===== src/rtl/dmi_target_regs.sv =====
// -----------------------------------------------------------------------------
// dmi_target_regs
//
// Debug-module-side DMI responder. Accepts one request at a time over a
// valid/ready handshake, spends AccessLatency cycles in Exec, then applies the
// access to a small register bank. The result is returned over a second
// valid/ready handshake. Writes are allowed only while the JTAG unlock flag
// was high in the accept cycle. Rejected (locked) writes are counted in a
// saturating 8-bit counter that is visible through the status register.
//
// Ports
//   clk_i             DM clock
//   rst_ni            asynchronous active-low reset
//   jtag_unlock_i     write permission, sampled in the accept cycle only
//   dmi_req_valid_i   request valid
//   dmi_req_ready_o   request ready (high only in Idle)
//   dmi_req_addr_i    7-bit register address
//   dmi_req_op_i      0 NOP, 1 READ, 2 WRITE, 3 PASS
//   dmi_req_data_i    write data
//   dmi_resp_valid_o  response valid (high only in Resp)
//   dmi_resp_ready_i  response ready
//   dmi_resp_data_o   response data, held stable while valid
//   dmi_resp_resp_o   0 success, 2 failed
//   ctrl_o            current value of the ctrl register
//
// Register map
//   0x04+i  data[i]  RW   (i < NumData)
//   0x10    ctrl     RW
//   0x11    status   RO   {16'h0, rej_cnt, 7'h0, unlock}
//   0x12    rej_clr  WO   any write clears rej_cnt, reads return 0
// -----------------------------------------------------------------------------
module dmi_target_regs #(
   parameter int NumData       = 4,
   parameter int AccessLatency = 1
) (
   input  logic        clk_i,
   input  logic        rst_ni,
   input  logic        jtag_unlock_i,
   input  logic        dmi_req_valid_i,
   output logic        dmi_req_ready_o,
   input  logic [6:0]  dmi_req_addr_i,
   input  logic [1:0]  dmi_req_op_i,
   input  logic [31:0] dmi_req_data_i,
   output logic        dmi_resp_valid_o,
   input  logic        dmi_resp_ready_i,
   output logic [31:0] dmi_resp_data_o,
   output logic [1:0]  dmi_resp_resp_o,
   output logic [31:0] ctrl_o
);

   localparam logic [6:0] AddrDataBase = 7'h04;
   localparam logic [6:0] AddrDataEnd  = 7'(4 + NumData);
   localparam logic [6:0] AddrCtrl     = 7'h10;
   localparam logic [6:0] AddrStatus   = 7'h11;
   localparam logic [6:0] AddrRejClr   = 7'h12;

   localparam logic [1:0] OpRead   = 2'd1;
   localparam logic [1:0] OpWrite  = 2'd2;
   localparam logic [1:0] RespOk   = 2'd0;
   localparam logic [1:0] RespFail = 2'd2;

   localparam logic [3:0] LatInit = 4'(AccessLatency - 1);

   typedef enum logic [1:0] {
      StIdle,
      StExec,
      StResp
   } state_e;

   state_e      state_reg, state_next;
   logic [3:0]  lat_cnt_reg;
   logic [6:0]  addr_reg;
   logic [1:0]  op_reg;
   logic [31:0] wdata_reg;
   logic        unlock_reg;
   logic [31:0] ctrl_reg;
   logic [7:0]  rej_cnt_reg;
   logic [31:0] resp_data_reg;
   logic [1:0]  resp_code_reg;
   logic [31:0] data_val [NumData];

   logic        accept;
   logic        exec_fire;
   logic        is_data;
   logic        rd_mapped;
   logic        writable;
   logic [31:0] rd_value;
   logic [31:0] exec_data;
   logic [1:0]  exec_code;
   logic        wr_en;
   logic        rej_inc;

   // ---------------------------------------------------------------- FSM
   always_ff @(posedge clk_i or negedge rst_ni) begin
      if (!rst_ni) begin
         state_reg <= StIdle;
      end else begin
         state_reg <= state_next;
      end
   end

   always_comb begin
      state_next       = state_reg;
      dmi_req_ready_o  = 1'b0;
      dmi_resp_valid_o = 1'b0;
      case (state_reg)
         StIdle: begin
            dmi_req_ready_o = 1'b1;
            if (dmi_req_valid_i) state_next = StExec;
         end
         StExec: begin
            if (lat_cnt_reg == 4'd0) state_next = StResp;
         end
         StResp: begin
            dmi_resp_valid_o = 1'b1;
            if (dmi_resp_ready_i) state_next = StIdle;
         end
         default: state_next = StIdle;
      endcase
   end

   assign accept    = (state_reg == StIdle) && dmi_req_valid_i;
   assign exec_fire = (state_reg == StExec) && (lat_cnt_reg == 4'd0);

   // ---------------------------------------------- request capture, latency
   always_ff @(posedge clk_i or negedge rst_ni) begin
      if (!rst_ni) begin
         addr_reg    <= '0;
         op_reg      <= '0;
         wdata_reg   <= '0;
         unlock_reg  <= 1'b0;
         lat_cnt_reg <= '0;
      end else if (accept) begin
         addr_reg    <= dmi_req_addr_i;
         op_reg      <= dmi_req_op_i;
         wdata_reg   <= dmi_req_data_i;
         unlock_reg  <= jtag_unlock_i;
         lat_cnt_reg <= LatInit;
      end else if ((state_reg == StExec) && (lat_cnt_reg != 4'd0)) begin
         lat_cnt_reg <= lat_cnt_reg - 4'd1;
      end
   end

   // ------------------------------------------------------ address decode
   always_comb begin
      is_data   = (addr_reg >= AddrDataBase) && (addr_reg < AddrDataEnd);
      rd_value  = '0;
      rd_mapped = 1'b0;
      if (is_data) begin
         rd_mapped = 1'b1;
         for (int i = 0; i < NumData; i++) begin
            if (addr_reg == 7'(4 + i)) rd_value = data_val[i];
         end
      end else if (addr_reg == AddrCtrl) begin
         rd_mapped = 1'b1;
         rd_value  = ctrl_reg;
      end else if (addr_reg == AddrStatus) begin
         rd_mapped = 1'b1;
         rd_value  = {16'h0, rej_cnt_reg, 7'h0, unlock_reg};
      end else if (addr_reg == AddrRejClr) begin
         rd_mapped = 1'b1;
      end
      writable = is_data || (addr_reg == AddrCtrl) || (addr_reg == AddrRejClr);
   end

   // ------------------------------------------------ execution outcome
   always_comb begin
      exec_data = '0;
      exec_code = RespOk;
      wr_en     = 1'b0;
      rej_inc   = 1'b0;
      case (op_reg)
         OpRead: begin
            if (rd_mapped) exec_data = rd_value;
            else           exec_code = RespFail;
         end
         OpWrite: begin
            if (!unlock_reg) begin
               // Only locked writes count as rejections; bad targets do not.
               exec_code = RespFail;
               rej_inc   = 1'b1;
            end else if (writable) begin
               wr_en     = 1'b1;
               exec_data = wdata_reg;
            end else begin
               exec_code = RespFail;
            end
         end
         default: ;  // NOP and PASS: no side effect, success
      endcase
   end

   // ------------------------------------------------------ register bank
   for (genvar gi = 0; gi < NumData; gi++) begin : g_data
      logic [31:0] data_reg;
      always_ff @(posedge clk_i or negedge rst_ni) begin
         if (!rst_ni) begin
            data_reg <= '0;
         end else if (exec_fire && wr_en && (addr_reg == 7'(4 + gi))) begin
            data_reg <= wdata_reg;
         end
      end
      assign data_val[gi] = data_reg;
   end

   always_ff @(posedge clk_i or negedge rst_ni) begin
      if (!rst_ni) begin
         ctrl_reg      <= '0;
         rej_cnt_reg   <= '0;
         resp_data_reg <= '0;
         resp_code_reg <= RespOk;
      end else if (exec_fire) begin
         if (wr_en && (addr_reg == AddrCtrl)) ctrl_reg <= wdata_reg;
         if (wr_en && (addr_reg == AddrRejClr)) begin
            rej_cnt_reg <= '0;
         end else if (rej_inc && (rej_cnt_reg != 8'hFF)) begin
            rej_cnt_reg <= rej_cnt_reg + 8'd1;
         end
         resp_data_reg <= exec_data;
         resp_code_reg <= exec_code;
      end
   end

   assign dmi_resp_data_o = resp_data_reg;
   assign dmi_resp_resp_o = resp_code_reg;
   assign ctrl_o          = ctrl_reg;

endmodule


===== config.mk =====
export PLATFORM = sky130hd
export DESIGN_NAME = dmi_target_regs
export DESIGN_NICKNAME = d
export VERILOG_FILES = /design/src/rtl/dmi_target_regs.sv
export SDC_FILE = /design/constraint.sdc
export NUM_CORES = 1
export LEC_CHECK = 0
export ABC_AREA = 1
export BUFFER_PORTS_ARGS = -buffer_cell sky130_fd_sc_hd__buf_4
export CORE_MARGIN = 5
export CORE_UTILIZATION = 45
export CTS_CLUSTER_DIAMETER = 150
export CTS_CLUSTER_SIZE = 20
export DETAILED_ROUTE_END_ITERATION = 8
export SETUP_SLACK_MARGIN = 0.15
export SYNTH_ARGS = -nofsm -noshare
export SYNTH_HDL_FRONTEND = slang
export SYNTH_SLANG_ARGS = --single-unit
export TNS_END_PERCENT = 5

===== constraint.sdc =====
create_clock -name clk_i -period 2.2 [get_ports clk_i]
set_input_delay 0.22 -clock clk_i [delete_from_list [all_inputs] [get_ports clk_i]]
set_output_delay 0.22 -clock clk_i [all_outputs]
set_load 0.1 [all_outputs]

## Word level (Yosys, flattened, before mapping)

Cells that the tools add are included.

- Register bits after elaboration: 250
- Input port bits: 46

- $add $sub $neg: 2
- $lt $le $gt $ge: 2
- Eq/ne operators: 15
- Muxes and demuxes: 34
- Reduce and logical (&&, ||, !) cells: 22

Operators by type and width:

| kind | count |
|---|---|
| $mux W32 | 9 |
| $pmux W32 S2 | 1 |
| $eq A7 B3 Y1 const B | 4 |
| $eq A7 B5 Y1 const B | 3 |
| $mux W16 | 1 |
| $mux W8 | 2 |
| $logic_and A1 B1 Y1 | 12 |
| $mux W2 | 6 |
| $mux W1 | 11 |
| $add A8 B1 Y8 const B | 1 |
| $mux W4 | 2 |
| $ne A8 B8 Y1 const B | 1 |
| $ge A7 B3 Y1 const B | 1 |
| $lt A7 B4 Y1 const B | 1 |
| $pmux W2 S3 | 1 |
| $eq A2 B1 Y1 const B | 2 |
| $eq A2 B2 Y1 const B | 2 |
| $logic_not A4 Y1 | 1 |
| $ne A2 B2 Y1 const B | 2 |
| $pmux W2 S2 | 1 |
| $reduce_and A2 Y1 | 2 |
| $reduce_bool A2 Y1 | 2 |
| $reduce_bool A4 Y1 | 1 |
| $sub A4 B1 Y4 const B | 1 |
| other kinds (4) | 5 |

## Longest topological paths before layout

- Word-level depth: 10
- Mapped depth: 15
- Gate-level depth less buffers: 14

## Least setup slack after synthesis

No wires, ideal clock.

- Path kind: reg2reg
- From: register state_reg[0]
- To: register unlock_reg
- Library setup time: 133 ps
- Arrival time: 2784 ps
- Data required time: 2067 ps
- Slack: -716 ps
- Stages on the path, launching flop included: 7
- Buffers on the path: 2
- Clock period less this slack: 2916 ps
- Path through: dfrtp_1 nor2_1 nand2_1 inv_1 clkbuf_1 clkbuf_1 o21ai_0

- Word-level cells in the longest chain between the ends: 2

RTL lines:

| what | RTL line | source |
|---|---|---|
| from (decl) | 70 | `state_e state_reg, state_next;` |
| from (signal assigned) | 96 | `state_reg <= StIdle;` |
| from (signal assigned) | 98 | `state_reg <= state_next;` |
| $logic_not A2 Y1 | 122 | `assign accept = (state_reg == StIdle) && dmi_req_valid_i;` |
| $logic_and A1 B1 Y1 | 122 |  |
| to (signal assigned) | 137 | `unlock_reg <= jtag_unlock_i;` |
| to (decl) | 75 | `logic unlock_reg;` |

Every way passes these cells.
A chain may end at the register's enable or synchronous reset.

## Worst setup path in the final report

- From: register addr_reg[6]
- To: register g_data[2].data_reg[19]

- Word-level cells in the longest chain between the ends: 9
- Elaborated cells on any way between the ends: 13

RTL lines:

| what | RTL line | source |
|---|---|---|
| from (decl) | 72 | `logic [6:0] addr_reg;` |
| from (signal assigned) | 134 | `addr_reg <= dmi_req_addr_i;` |
| $ge A7 B3 Y1 / $lt A7 B4 Y1 (equally long branches) | 146 | `is_data = (addr_reg >= AddrDataBase) && (addr_reg < AddrDataEnd);` |
| $logic_and A1 B1 Y1 | 146 |  |
| $logic_or A1 B1 Y1 (2 in a row) | 163 | `writable = is_data \|\| (addr_reg == AddrCtrl) \|\| (addr_reg == AddrRejClr);` |
| $mux W1 | 182 | `end else if (writable) begin` |
| $mux W1 | 178 | `if (!unlock_reg) begin` |
| $mux W1 | 172 | `case (op_reg)` |
| $logic_and A1 B1 Y1 | 199 | `end else if (exec_fire && wr_en && (addr_reg == 7'(4 + gi))) begin` |
| $logic_and A1 B1 Y1 * | 199 |  |
| to (signal assigned) | 200 | `data_reg <= wdata_reg;` |
| to (decl) | 195 | `logic [31:0] data_reg;` |

Mark *: on every way between the ends. The rest lies on a longest branch, timed or not.

==> metrics.md <==
| Metric | Value |
|---|---|
| # IOs | 114 |
| Worst Clk Skew | 0.0160 ns |
| Antenna diode count | 0 |
| RSZ-0062 raised after global routing | true |
| Area of the die | 28300 um2 |
| Clock Path Buffers | 3 |
| Total iterations of the first detailed-routing run | 5 |
| Portion of the clock cycle consumed by the worst path in the final layout | 89.8% |
| Setup CP Type | reg -> reg |
| Total number of nets in the final design | 1596 |
| Max H-tree Level | 1 |
| Max incr delay on CP | 0.42 ns |
| Cells on worst reg2reg path | 11 |
| Pin count of the biggest net entering global routing | 72 |
| Fillcell total | 2307 |
| DR vias | 9573 |
| Antenna violation net count after detailed routing | 0 |
| Instance count after placement with tap cells included | 1800 |
| Total half-perimeter wirelength after legalization and detailed placement | 20400 um |
| Clock transition time at the flip-flop clock pins of the worst setup and hold paths | 0.08 ns |
| Via density per instance | 5.12 |
| Number of buffers inserted by port buffering | 112 |
| Residual overflow from global routing | 0 |
| Buffer and inverter count on the worst path | 1 |
| Core area | 24500 um2 |
| Syn nets | 1440 |
| Cell count of the worst hold path | 4 |
| Leading cell types in the layout, fill and taps excluded | sky130_fd_sc_hd__nand2_1 (525), sky130_fd_sc_hd__dfrtp_1 (249), sky130_fd_sc_hd__buf_4 (147), sky130_fd_sc_hd__o21ai_0 (145), sky130_fd_sc_hd__o21ai_1 (136) |
| Leading cell type in the layout, fill and taps excluded | sky130_fd_sc_hd__nand2_1 |
| Clock period minus worst slack | 1.98 ns |
| Number of max-capacitance violations reported | 0 |
| Leakage power | 6.85 nW |
| Cell-by-cell trace of the critical path | nor2_4 > nand2_2 > nor2_4 > nor2_2 > nor2_4 > nand2_4 > nor2_8 > nand2_4 > buf_4 > nand2_1 > o21ai_1 |
| Clock tree from TritonCTS | done |
| Overall routed net length | 30400 um |
| Sequential-to-total area share from yosys stat | 55.4% |
| Setup TNS | 0 ns |
| CP required | 2.58 ns |
| Critical path data arrival time | 2.35 ns |
| X dimension of the die | 168 um |
| Kind of end point of the critical path | flop |
| Number of buffers inserted during clock tree synthesis | 16 |
| Worst slew margin relative to its limit | 59.7% |
| Run status | finished clean |
| Routed wire length per instance | 16.3 um |
| Total routing resource utilization after global routing | 21.1% |
| Worst-margin pin slew | 0.605 ns |
| Number of failing hold endpoints at the final stage | 0 |
| DP Area | 12700 um2 |
| Number of warnings reported in the yosys synthesis log | 0 |
| # clock sinks | 249 |
| Floorplan die height | 168 um |
| Max-slew violation total from the final report | 0 |
| Flip-flop count of the largest register after layout | 128 |
| Synth Register Bits | 249 |
| Gpl congestion | 0.800 |
| Clock Latency Late Sink | 0.50 ns |
| Final Setup Violations | 0 |
| DRC marker count from the first detailed-route iteration | 724 |
| Final std cell area, no fill | 13700 um2 |
| Antenna violations before repair | 1 |
| Worst path depth | 11 |
| Netlist area before placement | 11300 um2 |
| Register cell area after layout | 6230 um2 |
| Drt drc | 0 |
| Syn-to-layout area delta | 22.0% |
| Most common cell on crit path | sky130_fd_sc_hd__nor2_4 |
| Multi-input combinational cell area | 4370 um2 |
| Highest clock rate | 506 MHz |
| Via count of the first global-routing pass | 9217 |
| Wire length of the first global-routing pass | 49300 um |
| Share of layout cells above drive strength 1 | 13.9% |
| Total power divided by cell area | 888 nW/um2 |
| Crit path max fanout | 20 |
| Initial standard-cell utilization of the core | 46.0% |
| Average size of a mapped cell | 8.10 um2 |
| Std-Cell Rows | 57 |
| Critical-path top delay cell | sky130_fd_sc_hd__dfrtp_1 |
| Count of different cell masters after synthesis | 33 |
| Number of standard cells in the final layout excluding fillers | 1870 |
| Cell count after synthesis | 1390 |
| Delay-heaviest family, CP | simple AND/OR/NAND/NOR gates |
| Clock root buffer | sky130_fd_sc_hd__clkbuf_16 |
| Largest voltage drop on the vdd net | 0.982 mV |
| Total power consumption of the routed design | 12.2 mW |
| Worst min path class | in -> reg |
| Startpoint type of the worst setup path | flop |
==> power by group <==
part / switching [mW] / internal [mW]
clock: 1.53 / 1.39
combinational: 2.91 / 1.04
sequential: 0.261 / 5.06
total: 4.70 / 7.49
==> area by class of cell <==
class,count,share of cell area (%)
inverter,98,2.71
clock inverter,1,0.118
timing repair buffer,210,13.9
multi-input combinational,971,31.8
sequential,249,45.4
tap,324,2.95
clock buffer,17,3.10
==> stage by stage <==
stage               hold slack, ns  worst slack (ns)  util (%)
finish                       0.131             0.225      56.1
global route                 0.147            0.0925      56.1
CTS                          0.136             0.140      55.4
detailed placement           0.242             0.127      51.8
global placement             0.242             0.156      51.8
floorplan                  -0.0756             0.184         -
==> worst register-to-register path, delay by kind of cell (launching register included) <==
kind	cells	cell delay, ns
simple gates	9	1.16
flops	1	0.42
buf+inv	1	0.22
compound gates	1	0.06
==> cells by family after synthesis <==
group / synth area share, %
buf+inv: 6.45
fa+ha+maj: 0.445
simple gates: 23.7
flops: 55.4
compound gates: 13.7
other cells: 0.0333
xor+xnor: 0.389
==> repair_timing <==
| action | in CTS | in global routing |
|---|---|---|
| endpoints found under the setup margin | 9 | 181 |
| cloned | 0 | 3 |
| gates resized for setup | 1 | 16 |
| hold endpoints to repair | 108 | 0 |
| hold buffers | 44 | 0 |
| pin swaps | 0 | 4 |
| buffers inserted | 0 | 5 |
==> per-layer routing <==
metal / global-route usage [%] / share of wire, %
met1: 30.5 / 47
met4: 3.71 / 1.7
met2: 35.0 / 47
met5: 0 / 0
met3: 2.20 / 4.9
==> path summary, 6_finish.rpt <==
path / from / endpoint / slack, ns
worst min register to register: lat_cnt_reg[3] / lat_cnt_reg[3] / 0.47
worst min-delay path: dmi_req_valid_i / addr_reg[2] / 0.13
worst max-delay path: addr_reg[6] / g_data[2].data_reg[19] / 0.22
max in group asynchronous: rst_ni / g_data[3].data_reg[12] / 1.19
worst max register to register: addr_reg[6] / g_data[2].data_reg[19] / 0.22
min in group asynchronous: rst_ni / rej_cnt_reg[5] / 0.28
==> cells in the mapped netlist <==
| library cell | n | area [um2] |
|---|---|---|
| sky130_fd_sc_hd__nand2_1 | 527 | 1980 |
| sky130_fd_sc_hd__dfrtp_1 | 249 | 6230 |
| sky130_fd_sc_hd__o21ai_0 | 146 | 731 |
| sky130_fd_sc_hd__o21ai_1 | 135 | 676 |
| sky130_fd_sc_hd__inv_1 | 96 | 360 |
| sky130_fd_sc_hd__nor2_1 | 65 | 244 |
| sky130_fd_sc_hd__buf_2 | 31 | 155 |
| sky130_fd_sc_hd__clkbuf_1 | 31 | 116 |
| sky130_fd_sc_hd__nand3_1 | 23 | 115 |
| sky130_fd_sc_hd__a21oi_1 | 19 | 95.1 |
| sky130_fd_sc_hd__nand4_1 | 12 | 75.1 |
| sky130_fd_sc_hd__or2_0 | 6 | 37.5 |
| sky130_fd_sc_hd__buf_6 | 5 | 56.3 |
| sky130_fd_sc_hd__nor2_4 | 5 | 56.3 |
| sky130_fd_sc_hd__xor2_1 | 5 | 43.8 |
| sky130_fd_sc_hd__ha_1 | 4 | 50.1 |
| sky130_fd_sc_hd__nand2_4 | 4 | 45.0 |
| sky130_fd_sc_hd__buf_4 | 3 | 22.5 |
| sky130_fd_sc_hd__nor3_1 | 3 | 15.0 |
| sky130_fd_sc_hd__o22ai_1 | 3 | 18.8 |
| sky130_fd_sc_hd__buf_1 | 2 | 7.51 |
| sky130_fd_sc_hd__inv_2 | 2 | 7.51 |
| sky130_fd_sc_hd__nand4_2 | 2 | 25.0 |
| sky130_fd_sc_hd__nor2_2 | 2 | 12.5 |
| sky130_fd_sc_hd__nor4_1 | 2 | 12.5 |
| sky130_fd_sc_hd__a22o_1 | 1 | 8.76 |
| sky130_fd_sc_hd__and3_1 | 1 | 6.26 |
| sky130_fd_sc_hd__conb_1 | 1 | 3.75 |
| sky130_fd_sc_hd__nand2_2 | 1 | 6.26 |
| sky130_fd_sc_hd__nand3_2 | 1 | 10.0 |
| sky130_fd_sc_hd__nor2_8 | 1 | 20.0 |
| sky130_fd_sc_hd__o31ai_1 | 1 | 7.51 |
| sky130_fd_sc_hd__or2_2 | 1 | 6.26 |
No activity file was read; power rests on OpenSTA's default activity.
